## src/rtl/length_counter_bank.sv

```systemverilog
// Bank of NCH APU length counters with enable, halt, status readback and a
// fixed or runtime-writable 32-entry length lookup table.
module length_counter_bank #(
    parameter int NCH          = 4,
    parameter int CW           = 8,
    parameter int TABLE_MODE   = 0,
    parameter int RELOAD_QUIRK = 1
) (
    input  logic           n_ACLK,
    input  logic           RES,
    input  logic [7:0]     DB,
    input  logic [NCH-1:0] W_load,
    input  logic           W4015,
    input  logic [NCH-1:0] ENA,
    input  logic           nLFO2,
    input  logic [NCH-1:0] HALT,
    input  logic           n_R4015,
    output logic [NCH-1:0] STAT,
    output logic [NCH-1:0] NotCount,
    input  logic           TBL_WE,
    input  logic [4:0]     TBL_ADDR,
    input  logic [CW-1:0]  TBL_DATA
);

    localparam logic QUIRK = (RELOAD_QUIRK != 0);

    function automatic logic [CW-1:0] fixed_len(input logic [4:0] idx);
        logic [7:0]    v;
        logic [CW+7:0] ext;
        case (idx)
            5'd0:  v = 8'd10;   5'd1:  v = 8'd254;  5'd2:  v = 8'd20;   5'd3:  v = 8'd2;
            5'd4:  v = 8'd40;   5'd5:  v = 8'd4;    5'd6:  v = 8'd80;   5'd7:  v = 8'd6;
            5'd8:  v = 8'd160;  5'd9:  v = 8'd8;    5'd10: v = 8'd60;   5'd11: v = 8'd10;
            5'd12: v = 8'd14;   5'd13: v = 8'd12;   5'd14: v = 8'd26;   5'd15: v = 8'd14;
            5'd16: v = 8'd12;   5'd17: v = 8'd16;   5'd18: v = 8'd24;   5'd19: v = 8'd18;
            5'd20: v = 8'd48;   5'd21: v = 8'd20;   5'd22: v = 8'd96;   5'd23: v = 8'd22;
            5'd24: v = 8'd192;  5'd25: v = 8'd24;   5'd26: v = 8'd72;   5'd27: v = 8'd26;
            5'd28: v = 8'd16;   5'd29: v = 8'd28;   5'd30: v = 8'd32;   default: v = 8'd30;
        endcase
        ext = {{CW{1'b0}}, v};
        return ext[CW-1:0];
    endfunction

    logic [CW-1:0] w_loadVal;

    // Registered table: a load in the same cycle as a write sees the old entry.
    if (TABLE_MODE != 0) begin : g_ram
        logic [CW-1:0] r_tbl [32];
        logic          w_unusedTbl;

        always_ff @(posedge n_ACLK) begin
            if (RES) begin
                for (int k = 0; k < 32; k++) r_tbl[k] <= fixed_len(5'(k));
            end else if (TBL_WE) begin
                r_tbl[TBL_ADDR] <= TBL_DATA;
            end
        end

        assign w_loadVal   = r_tbl[DB[7:3]];
        assign w_unusedTbl = &{1'b0, DB[2:0]};
    end else begin : g_rom
        logic w_unusedTbl;

        assign w_loadVal   = fixed_len(DB[7:3]);
        assign w_unusedTbl = &{1'b0, TBL_WE, TBL_ADDR, TBL_DATA, DB[2:0]};
    end

    logic [NCH-1:0]         r_ena;
    logic [NCH-1:0][CW-1:0] r_cnt;
    logic [NCH-1:0]         w_kill;
    logic [NCH-1:0]         w_enaNext;
    logic [NCH-1:0]         w_tick;
    logic [NCH-1:0]         w_load;

    assign w_kill    = {NCH{W4015}} & ~ENA;
    assign w_enaNext = W4015 ? ENA : r_ena;

    // With the quirk, a real decrement on a nonzero counter swallows a same-cycle load.
    always_comb begin
        w_tick = '0;
        for (int i = 0; i < NCH; i++) begin
            w_tick[i] = ~nLFO2 & ~HALT[i] & (r_cnt[i] != '0);
        end
        w_load = W_load & w_enaNext & ~(w_tick & {NCH{QUIRK}});
    end

    always_ff @(posedge n_ACLK) begin
        if (RES) begin
            r_ena <= '0;
            r_cnt <= '0;
        end else begin
            r_ena <= w_enaNext;
            for (int i = 0; i < NCH; i++) begin
                if (w_kill[i]) begin
                    r_cnt[i] <= '0;
                end else if (w_load[i]) begin
                    r_cnt[i] <= w_loadVal;
                end else if (w_tick[i]) begin
                    r_cnt[i] <= r_cnt[i] - CW'(1);
                end
            end
        end
    end

    always_comb begin
        NotCount = '0;
        for (int i = 0; i < NCH; i++) begin
            NotCount[i] = (r_cnt[i] == '0);
        end
    end

    assign STAT = n_R4015 ? '0 : ~NotCount;

endmodule

```

## config.mk

```make
export PLATFORM = sky130hd
export DESIGN_NAME = length_counter_bank
export DESIGN_NICKNAME = d
export VERILOG_FILES = /design/src/rtl/length_counter_bank.sv
export SDC_FILE = /design/constraint.sdc
export NUM_CORES = 1
export LEC_CHECK = 0
export CAP_MARGIN = 25
export CELL_PAD_IN_SITES_DETAIL_PLACEMENT = 0
export CELL_PAD_IN_SITES_GLOBAL_PLACEMENT = 1
export CORE_AREA = 2 2 82 91
export DETAILED_ROUTE_END_ITERATION = 6
export DIE_AREA = 0 0 84 93
export PLACE_DENSITY_LB_ADDON = 0.1
export SKIP_LAST_GASP = 1
export SYNTH_ARGS = -nofsm -noshare
export SYNTH_HDL_FRONTEND = slang
export SYNTH_SLANG_ARGS = --single-unit
```

## constraint.sdc

```tcl
create_clock -name n_ACLK -period 2.7 [get_ports n_ACLK]
set_clock_uncertainty 0.2 [all_clocks]
set_input_delay 0.405 -clock n_ACLK [delete_from_list [all_inputs] [get_ports n_ACLK]]
set_output_delay 0.405 -clock n_ACLK [all_outputs]
set_load 0.02 [all_outputs]
```

== Yosys cells after proc, flatten, opt, wreduce, memory -nomap -nowiden ==
Memories as Yosys holds them, arrays and structs flattened.
Index checks and enable logic that the tools add are counted.

* Register bits: 36
* Memory bits (read-only): 224
* Logic and storage cells: 55
* Memories: 1

* $add $sub $neg: 4
* Muxes and demuxes: 10
* Bitwise gates (word level): 19
* Reduce and logical (&&, ||, !) cells: 16

{| class="wikitable"
|+ Memory list
! memory !! words !! bits a word !! read ports !! clocked after memory_dff !! write ports !! RTL line !! text
|-
| (no name shown) || 32 || 7 || 1 || 0 || 0 || 30 || <nowiki>case (idx)</nowiki>
|}

{| class="wikitable"
|+ Operator list
! cell !! number
|-
| 8-bit 2-to-1 mux || 8
|-
| 8-bit logical NOT || 4
|-
| 8-bit nonzero test || 4
|-
| 8-bit by 1-bit subtractor with 8-bit output (second input constant) || 4
|-
| 4-bit AND || 3
|-
| 4-bit inverter || 3
|-
| 1-bit AND || 8
|-
| 4-bit 2-to-1 mux || 2
|-
| 2-bit nonzero test || 4
|-
| 2-bit OR reduction || 4
|-
| 1-bit inverter || 5
|}

== Longest topological paths before layout ==
Gate-level depths: netlist of the first run.

* Depth in word-level cells: 6
* Gate-level depth with buffers: 8

== Worst setup path after synthesis of the first run ==
No wires, ideal clock.

* Path type: reg2reg
* From: register r_cnt[8] (netlist name)
* To: register r_cnt[10] (netlist name)
* Library setup time: 127 ps
* Data arrival time: 1862 ps
* Data required time: 2373 ps
* Path slack: 511 ps
* Stages on the path, launching flop included: 9
* Period minus slack after synthesis: 2189 ps
* Cell sequence: dfxtp_1 inv_1 ha_1 or4b_4 o21a_1 buf_6 mux2_4 a222oi_1 nor2_1

* Word-level cells in the longest chain between the ends: 5
* Elaborated cells between the ends (all ways): 8
* Classes of those cells: add/sub (1); mux (2); bitwise (3); reduce/logical (2)

{| class="wikitable"
|+ Ends and longest elaborated chain
! item !! RTL line !! text
|-
| start: declaration || 69 || <nowiki>logic [NCH-1:0][CW-1:0] r_cnt;</nowiki>
|-
| start signal: indexed assignment || 97 || <nowiki>r_cnt[i] <= w_loadVal;</nowiki>
|-
| start signal: indexed assignment || 99 || <nowiki>r_cnt[i] <= r_cnt[i] - CW'(1);</nowiki>
|-
| branches (longest 5 deep; another with 8-bit by 1-bit subtractor with 8-bit output) || -- ||
|}

Parallel ways; which one is timed is not known. The select of a mux whose other input is x is not followed.
A chain may end at the register's enable or synchronous reset.

== Worst setup path in the final report of the first run ==
* From: register r_cnt[16] (netlist name)
* To: output NotCount[2]

* Word-level cells in the longest chain between the ends: 1

{| class="wikitable"
|+ Ends and longest elaborated chain
! item !! RTL line !! text
|-
| 8-bit logical NOT || 108 || <nowiki>NotCount[i] = (r_cnt[i] == '0);</nowiki>
|-
| end: declaration || 19 || <nowiki>output logic [NCH-1:0] NotCount,</nowiki>
|}

No other way between the ends.

==> results.toml, run 1 <==
[place]
gp_congestion = 0.838
portBuffers = 29
post-place-ws_ps = 64.3
post-dp-hpwl_um = 5290

[power_and_ir_drop]
p_leak_nw = 1.23
p_switching_uw = 624
p_comb_frac = 0.405
power.density_mw_per_mm2 = 531
power_mw = 1.68
internal-power_mw = 1.05
swShare = 0.372
p_seq_frac = 0.368
ir_drop_v = 0.000228
clockPowerShare = 0.227

[synth]
synth_nets = 384
synth.yosys.seq_area_share = 0.283
synth.area.top_cells = "dfxtp_1 (28%), ha_1 (6.9%), nor2_1 (6.5%), a21oi_1 (5.1%), mux2i_1 (3.5%)"
synth_cell_types = 55
synth_top_area_share = 0.283
syn_area_mm2 = 0.00254
ys_seq_elements = 36
ys_async_sr_fraction = 0
syn_area_per_cell_um2 = 7.69
yosysWarnings = 0
syn_inst = 331
synthFlopType = "dfxtp_1"
yosysTopAreaCell = "dfxtp_1"
synth_edf_count = 0

[timing]
hold_viol = 0
slew_headroom = 0.610
fin_crit_sh = 0.950
setup_slack_ps = 135
setup_viol = 0
rsz0062_at_grt = "false"
clock.fmax_ghz = 0.390
tns_ps = 0
slew_viol_final = 0
fin_crit_ps = 2570
worstMarginPinSlew_ps = 580

[status]
status = "complete, no violations"

[critical_path]
r2r_cells = 7
cp-endpoint = "NotCount[2]"
cp-startpoint = "r_cnt[16]$_SDFFE_PP0P_"
path_cells = "inv_1, ha_1, nor3b_2, and2_1, clkdlybuf4s50_1"
crit_cells = 5
cp-end-kind = "output pin"
path_delay_family = "buffers and inverters"
crit_buf_inv = 2
r2r_end = "r_cnt[10]$_SDFFE_PP0P_"
crit_type = "register to output pin"
cp_max_fo = 5
max_stage_delay_ps = 620
slowest_stage = "clkdlybuf4s50_1"
required_ps = 2100
critPathArrivalTime_ps = 1960
startpoint_type = "register"
reg2reg_slack_ps = 400
r2r_start = "r_cnt[8]$_SDFFE_PP0P_"

[global_routing]
grt_pass1_vias = 2464
grt_pass1_wl_um = 11700
overflow = 0
track_usage = 0.187
antenna_found_initial = 0
grt_max_degree = 13

[clock_network]
post_cts_resized = 5
cts_hold_buf = 0
cts_max_level = 2
postCtsSetupRepairBufs = 0
cts_root_buffer = "clkbuf_8"
cts_tree = "done"
clock_path_buffers = 2
clk_latency_ps = 290
clk_pin_slew_ps = 70
cts_buffers = 5
clock_sinks = 36

[finish]
multi_input_area_mm2 = 0.00169
drive_gt1_frac = 0.124
num-nets-final = 432
num_antenna_cells = 0
nFillCells = 729
regArea_um2 = 721
utilization = 0.455
area_growth_pct = 23.9

[detailed_routing]
drtAntennaViolNets = 0
first_iter_violations = 149
wl_per_cell_um = 15.3
wl_um = 7110
drc_errors = 0
viasPerCell = 5.52
vias = 2562
drtPass1Iterations = 4

[die]
coreArea_mm2 = 0.00693
io_pins = 47
start_util = 0.367
die_y_um = 93
row_count = 32
die_width_um = 84
dieArea_mm2 = 0.00781

[run]
cap_violations = 0

[min_path]
hp-start = "r_ena[2]$_SDFF_PP0_"
hold_path_class = "register to register"
## state kept, by name (all words and copies together) (netlist names)
name	count
r_ena	4
r_cnt	32
## power groups by stage
stage	registers [mW]	logic (mW)	clock network (mW)
3_5_place_dp	0.627	0.698	0
3_3_place_gp	0.627	0.700	0
5_1_grt	0.623	0.760	0.414
4_1_cts	0.615	0.685	0.396
6_report	0.616	0.679	0.381
2_1_floorplan	0.616	0.439	0
## per-layer routing
metal,GRT usage,vias up,part of all wire
met4,0.0833,0,0.033
li1,-,1316,-
met2,0.314,58,0.48
met3,0.0318,15,0.041
met5,0,-,0
met1,0.235,1173,0.45
## Yosys cell counts (2+ instances only)
cell type	n
a21oi_1	26
a2bb2oi_1	2
and2_1	4
nand3b_1	3
or2_2	2
o221ai_1	2
clkbuf_1	10
a22oi_1	4
nand3_1	7
a21o_1	4
mux2_2	5
nand2_1	22
nor2b_1	5
a32oi_1	5
a31oi_1	9
nor4_1	5
mux2i_1	9
nor3_1	14
a21boi_0	3
ha_1	14
or4b_4	2
nor2_1	44
dfxtp_1	36
nand4_1	3
or3b_2	2
inv_1	23
nor4b_1	2
or3_1	4
o21ai_0	12
a211oi_1	8
o2bb2ai_1	2
a211o_1	3
nand2b_1	3
o211ai_1	8
nor3b_1	4
## worst min path at each step
stage                                      to  slack (ps)  cells past startpoint
after detailed placement  r_ena[3]$_SDFF_PP0_         250                      2
after floorplan           r_ena[1]$_SDFF_PP0_         230                      2
after global placement    r_ena[2]$_SDFF_PP0_         240                      2
after global routing      r_ena[3]$_SDFF_PP0_         290                      2
final                     r_ena[2]$_SDFF_PP0_         270                      2
after CTS                 r_ena[3]$_SDFF_PP0_         270                      2
## metrics by stage
step | std cells | area (µm²) | hold WS [ps]
after global placement | 457 | 3070 | 241
after detailed placement | 457 | 3070 | 249
final | 464 | 3150 | 270
after floorplan | 331 | 2540 | 231
after global routing | 464 | 3150 | 285
after CTS | 464 | 3140 | 270
## worst min-delay path, cell delays in order, from the launching register on
cell and delay (ps):
dfxtp_1 330, nor2_1 40, nor2_1 70
## kinds of logic after synthesis
logic type / share of synthesized area
multiplexers: 0.0634
AO/OA/AOI/OAI: 0.262
adder cells (fa/ha/maj): 0.0688
flip-flops: 0.283
buffers and inverters: 0.0551
AND/OR/NAND/NOR: 0.268
## cell usage in the layout (no fill, tap or decap), drive strengths merged, types with 6 or more instances in the layout
| cell type | n |
|---|---|
| nor2 | 45 |
| nor3 | 14 |
| a21oi | 26 |
| mux2 | 6 |
| buf | 24 |
| clkdlybuf4s50 | 22 |
| o21ai | 13 |
| ha | 14 |
| o211ai | 8 |
| inv | 23 |
| nand3 | 7 |
| mux2i | 9 |
| dfxtp | 36 |
| a211oi | 8 |
| nand2 | 22 |
| a31oi | 9 |
## layout make-up
class,count,share of cell area
clock buffers,5,0.0218
well taps,85,0.0337
flip-flops and latches,36,0.229
inverters,23,0.0274
multi-input cells,260,0.536
repair buffers,53,0.149
clock inverters,2,0.00397
No activity file was read; power rests on OpenSTA's default activity.
==> inputs of run 2 (changes only) <==
Clock period 2.7 ns to 2.8 ns, I/O delays scaled along.
==> run 2 against run 1 <==
Against the previous run: largest cell class unchanged; final cell count shrank 1.1%; first-iteration DRC count shrank 20%; critical path depth is the same; combinational power shrank 3.4%; global-route usage grew 0.56 points; sequential share of layout area shrank 0.081 points; largest power group unchanged.
==> results.toml, run 2 (synthesis gave the netlist of run 1 again) <==
[global_routing]
track_usage = 0.192
grt_pass1_wl_um = 12100
grt_max_degree = 14
antenna_found_initial = 0
grt_pass1_vias = 2515
overflow = 0

[detailed_routing]
viasPerCell = 5.55
drtPass1Iterations = 4
wl_um = 7060
drtAntennaViolNets = 0
first_iter_violations = 119
vias = 2549
drc_errors = 0
wl_per_cell_um = 15.4

[place]
post-place-ws_ps = 114
post-dp-hpwl_um = 5190
portBuffers = 29
gp_congestion = 0.829
dp.cells = 451

[timing]
setup_viol = 0
clock.fmax_ghz = 0.372
worstMarginPinSlew_ps = 609
fin_crit_ps = 2690
slew_headroom = 0.591
fin_hold_ws_ps = 270
setup_slack_ps = 111
tns_ps = 0
hold_viol = 0
fin_crit_sh = 0.960
rsz0062_at_grt = "false"
slew_viol_final = 0

[critical_path]
required_ps = 2180
reg2reg_slack_ps = 480
r2r_cells = 7
crit_buf_inv = 2
path_cells = "inv_1, ha_1, nor3b_4, and2_1, clkdlybuf4s50_1"
critPathArrivalTime_ps = 2070
max_stage_delay_ps = 620
cp_max_fo = 5
r2r_start = "r_cnt[8]$_SDFFE_PP0P_"
startpoint_type = "register"
slowest_stage = "clkdlybuf4s50_1"
r2r_end = "r_cnt[10]$_SDFFE_PP0P_"
path_delay_family = "buffers and inverters"
crit_type = "register to output pin"
cp-end-kind = "output pin"

[die]
io_pins = 47
start_util = 0.367
dieArea_mm2 = 0.00781
die_width_um = 84
row_count = 32
die_y_um = 93
coreArea_mm2 = 0.00693

[min_path]
min_path_cells = 2
hp-start = "r_ena[2]$_SDFF_PP0_"
hold_path_class = "register to register"
whs_endpoint = "r_ena[2]$_SDFF_PP0_"

[status]
status = "complete, no violations"

[finish]
largest_register_ffs = 32
reg_top3 = "r_cnt: 32 flops, r_ena: 4 flops"
final_common_cell = "nor2_1"
registers.top_by_ff_count = "r_cnt"
area_growth_pct = 24.3
drive_gt1_frac = 0.112
num-nets-final = 426
num_antenna_cells = 0
final_cells = 459
final_cell_mix = "nor2_1 (44), dfxtp_1 (36), a21oi_1 (26)"

[clock_network]
clock_path_buffers = 2
clk_latency_ps = 290
cts_tree = "done"
postCtsSetupRepairBufs = 0
cts_buffers = 5
clk_pin_slew_ps = 70
clock_sinks = 36
cts_root_buffer = "clkbuf_8"
cts_hold_buf = 0
cts_max_level = 2

[run]
cap_violations = 0

[power_and_ir_drop]
p_leak_nw = 1.24
power_mw = 1.76
ir_drop_v = 0.000289
power.density_mw_per_mm2 = 558
[run 2: power by group]
part	switching [mW]	total, mW	internal, mW
sequential	0.0402	0.594	0.554
combinational	0.367	0.656	0.289
clock	0.200	0.514	0.314
total	0.607	1.76	1.16
[run 2: per-layer routing]
| layer | routed length [µm] | part of all wire | track usage |
|---|---|---|---|
| met5 | 0 | 0 | 0 |
| met4 | 61 | 0.0086 | 0.0484 |
| met3 | 219 | 0.031 | 0.0327 |
| met2 | 3410 | 0.48 | 0.335 |
| met1 | 3370 | 0.48 | 0.248 |
[run 2: area by class of cell]
| type | instances | area [µm²] |
|---|---|---|
| fillers | 711 | 3760 |
| multi-input cells | 260 | 1700 |
| flip-flops and latches | 36 | 721 |
| repair buffers | 47 | 429 |
| well taps | 85 | 106 |
| clock buffers | 7 | 96.3 |
| inverters | 23 | 86.3 |
| clock inverters | 1 | 30.0 |
[run 2: worst max-delay path by stage]
stage                                       from                endpoint  cells past startpoint
final                     r_cnt[16]$_SDFFE_PP0P_             NotCount[2]                      5
after global routing      r_cnt[16]$_SDFFE_PP0P_             NotCount[2]                      5
after CTS                  r_cnt[8]$_SDFFE_PP0P_                 STAT[1]                      6
after detailed placement                   DB[3]  r_cnt[10]$_SDFFE_PP0P_                      8
after global placement                     DB[3]  r_cnt[10]$_SDFFE_PP0P_                      8
after floorplan            r_cnt[8]$_SDFFE_PP0P_  r_cnt[10]$_SDFFE_PP0P_                      8
[run 2: per-stage QoR]
step                area (µm²)   util
finish                    3160  0.457
CTS                       3150  0.455
detailed placement        3020  0.436
floorplan                 2540      -
global route              3160  0.457
global placement          3020  0.436
[run 2: tightest hold or removal path: cells and delay by family, from the launching register on]
family,cells,cell delay (ps)
flops,1,330
simple gates,2,110
[run 2: timing repair]
action	4_1_cts	5_1_grt
setup endpoints to repair	5	4
endpoints found under the hold margin	0	0
resized for setup	4	4
==> inputs of run 3 (changes only) <==
Settings changed: PLACE_DENSITY set to 0.75, PLACE_DENSITY_LB_ADDON 0.1 to unset.
==> run 3 against run 2 <==
Against the previous run: sequential power about the same; combinational power decreased by 0.8%; maximum frequency increased by 1.2%; critical path depth increased by 1; non-clock buffer count increased by 4; via count increased by 1.2%; worst setup slack improved by 33 ps; clock-buffer cell count decreased by 2; core utilization increased by 0.20 points; die area unchanged; critical path type unchanged; largest cell class unchanged; largest power group unchanged.
==> results.toml, run 3 (synthesis gave the netlist of run 1 again) <==
[detailed_routing]
wl_um = 7010
drc_errors = 0
viasPerCell = 5.57
drtPass1Iterations = 4
wl_per_cell_um = 15.1
vias = 2580
drtAntennaViolNets = 0
first_iter_violations = 130

[clock_network]
cts_hold_buf = 0
cts_root_buffer = "clkbuf_8"
cts_max_level = 2
clock_sinks = 36
clk_pin_slew_ps = 80
cts_buffers = 5
cts_tree = "done"
clk_latency_ps = 300
clock_path_buffers = 2

[place]
portBuffers = 29
post-dp-hpwl_um = 5140
gp_congestion = 0.803

[global_routing]
grt_max_degree = 13
grt_pass1_vias = 2392
grt_pass1_wl_um = 11400
overflow = 0
antenna_found_initial = 0
track_usage = 0.182

[critical_path]
r2r_end = "r_cnt[10]$_SDFFE_PP0P_"
crit_cells = 6
crit_buf_inv = 2
crit_type = "register to output pin"
critPathArrivalTime_ps = 2040
required_ps = 2180
r2r_start = "r_cnt[8]$_SDFFE_PP0P_"
path_cells = "inv_1, ha_1, nor3b_1, and2_1, nor2_1, clkdlybuf4s50_1"
cp-end-kind = "output pin"
max_stage_delay_ps = 610
startpoint_type = "register"
cp_max_fo = 4
path_delay_family = "buffers and inverters"
reg2reg_slack_ps = 460
r2r_cells = 7
slowest_stage = "clkdlybuf4s50_1"

[die]
row_count = 32
coreArea_mm2 = 0.00693
die_y_um = 93
io_pins = 47
dieArea_mm2 = 0.00781
start_util = 0.367
die_width_um = 84

[finish]
nFillCells = 717
final_common_cell = "nor2_1"
reg_top3 = "r_cnt: 32 flops, r_ena: 4 flops"
regArea_um2 = 721
num_antenna_cells = 0
drive_gt1_frac = 0.122
largest_register_ffs = 32
final_cell_mix = "nor2_1 (44), dfxtp_1 (36), a21oi_1 (26)"
area_growth_pct = 24.9
registers.top_by_ff_count = "r_cnt"
utilization = 0.459
num-nets-final = 430
multi_input_area_mm2 = 0.00170

[power_and_ir_drop]
p_leak_nw = 1.24
p_comb_frac = 0.379
ir_drop_v = 0.000238
power.density_mw_per_mm2 = 541
p_seq_frac = 0.346
clockPowerShare = 0.276
internal-power_mw = 1.10
p_switching_uw = 616
swShare = 0.358

[timing]
setup_viol = 0
rsz0062_at_grt = "false"
fin_crit_ps = 2660
hold_viol = 0
clock.fmax_ghz = 0.377
slew_viol_final = 0
tns_ps = 0
fin_crit_sh = 0.948
fin_hold_ws_ps = 269
slew_headroom = 0.600
worstMarginPinSlew_ps = 595

[min_path]
hp-start = "r_ena[1]$_SDFF_PP0_"
hold_path_class = "register to register"
whs_endpoint = "r_ena[1]$_SDFF_PP0_"
min_path_cells = 2

[run]
cap_violations = 0

[status]
status = "complete, no violations"
[run 3: worst max path at each step]
stage	from	endpoint	slack, ps
6_report	r_cnt[24]$_SDFFE_PP0P_	STAT[3]	140
5_1_grt	r_cnt[24]$_SDFFE_PP0P_	STAT[3]	9
3_5_place_dp	DB[3]	r_cnt[10]$_SDFFE_PP0P_	170
3_3_place_gp	DB[3]	r_cnt[10]$_SDFFE_PP0P_	180
4_1_cts	r_cnt[16]$_SDFFE_PP0P_	STAT[2]	80
2_1_floorplan	r_cnt[8]$_SDFFE_PP0P_	r_cnt[10]$_SDFFE_PP0P_	610
[run 3: power by group through the flow]
stage	logic, mW	clock network [mW]	registers [mW]
2_1_floorplan	0.424	0	0.594
3_3_place_gp	0.660	0	0.604
3_5_place_dp	0.661	0	0.605
4_1_cts	0.654	0.489	0.594
5_1_grt	0.720	0.511	0.601
6_report	0.651	0.474	0.595
[run 3: routing by layer]
layer  vias to the layer above  routed length [µm]  global-route usage
met4                         0                 215              0.0766
met1                      1204                3380               0.233
met2                        48                3200               0.301
li1                       1314                   -                   -
met5                         -                   0                   0
met3                        14                 211              0.0318
[run 3: cell type report]
type | instances | share of cell area
multi-input cells | 260 | 0.533
well taps | 85 | 0.0335
flip-flops and latches | 36 | 0.227
inverters | 23 | 0.0272
repair buffers | 51 | 0.144
clock inverters | 3 | 0.0134
clock buffers | 5 | 0.0217
[run 3: timing repair]
item	in CTS	in global routing
gates cloned	0	0
buffers inserted	0	0
setup endpoints to repair	6	3
pin swaps	0	0
gates resized for setup	5	4
[run 3: worst reg2reg max path, cell delays in order (launching register included)]
cell      delay, ps
dfxtp_1         340
inv_1           110
ha_1            170
or4b_4          490
o21a_1          300
mux2_4          330
a222oi_1        220
nor2_1           70
[run 3: metrics by stage]
stage,power (mW),setup WS [ps],cells,area (µm²)
2_1_floorplan,1.02,611,331,2540
3_3_place_gp,1.26,184,455,3050
3_5_place_dp,1.27,168,455,3050
4_1_cts,1.74,82.9,463,3160
5_1_grt,1.83,9.27,463,3180
6_report,1.72,144,463,3180
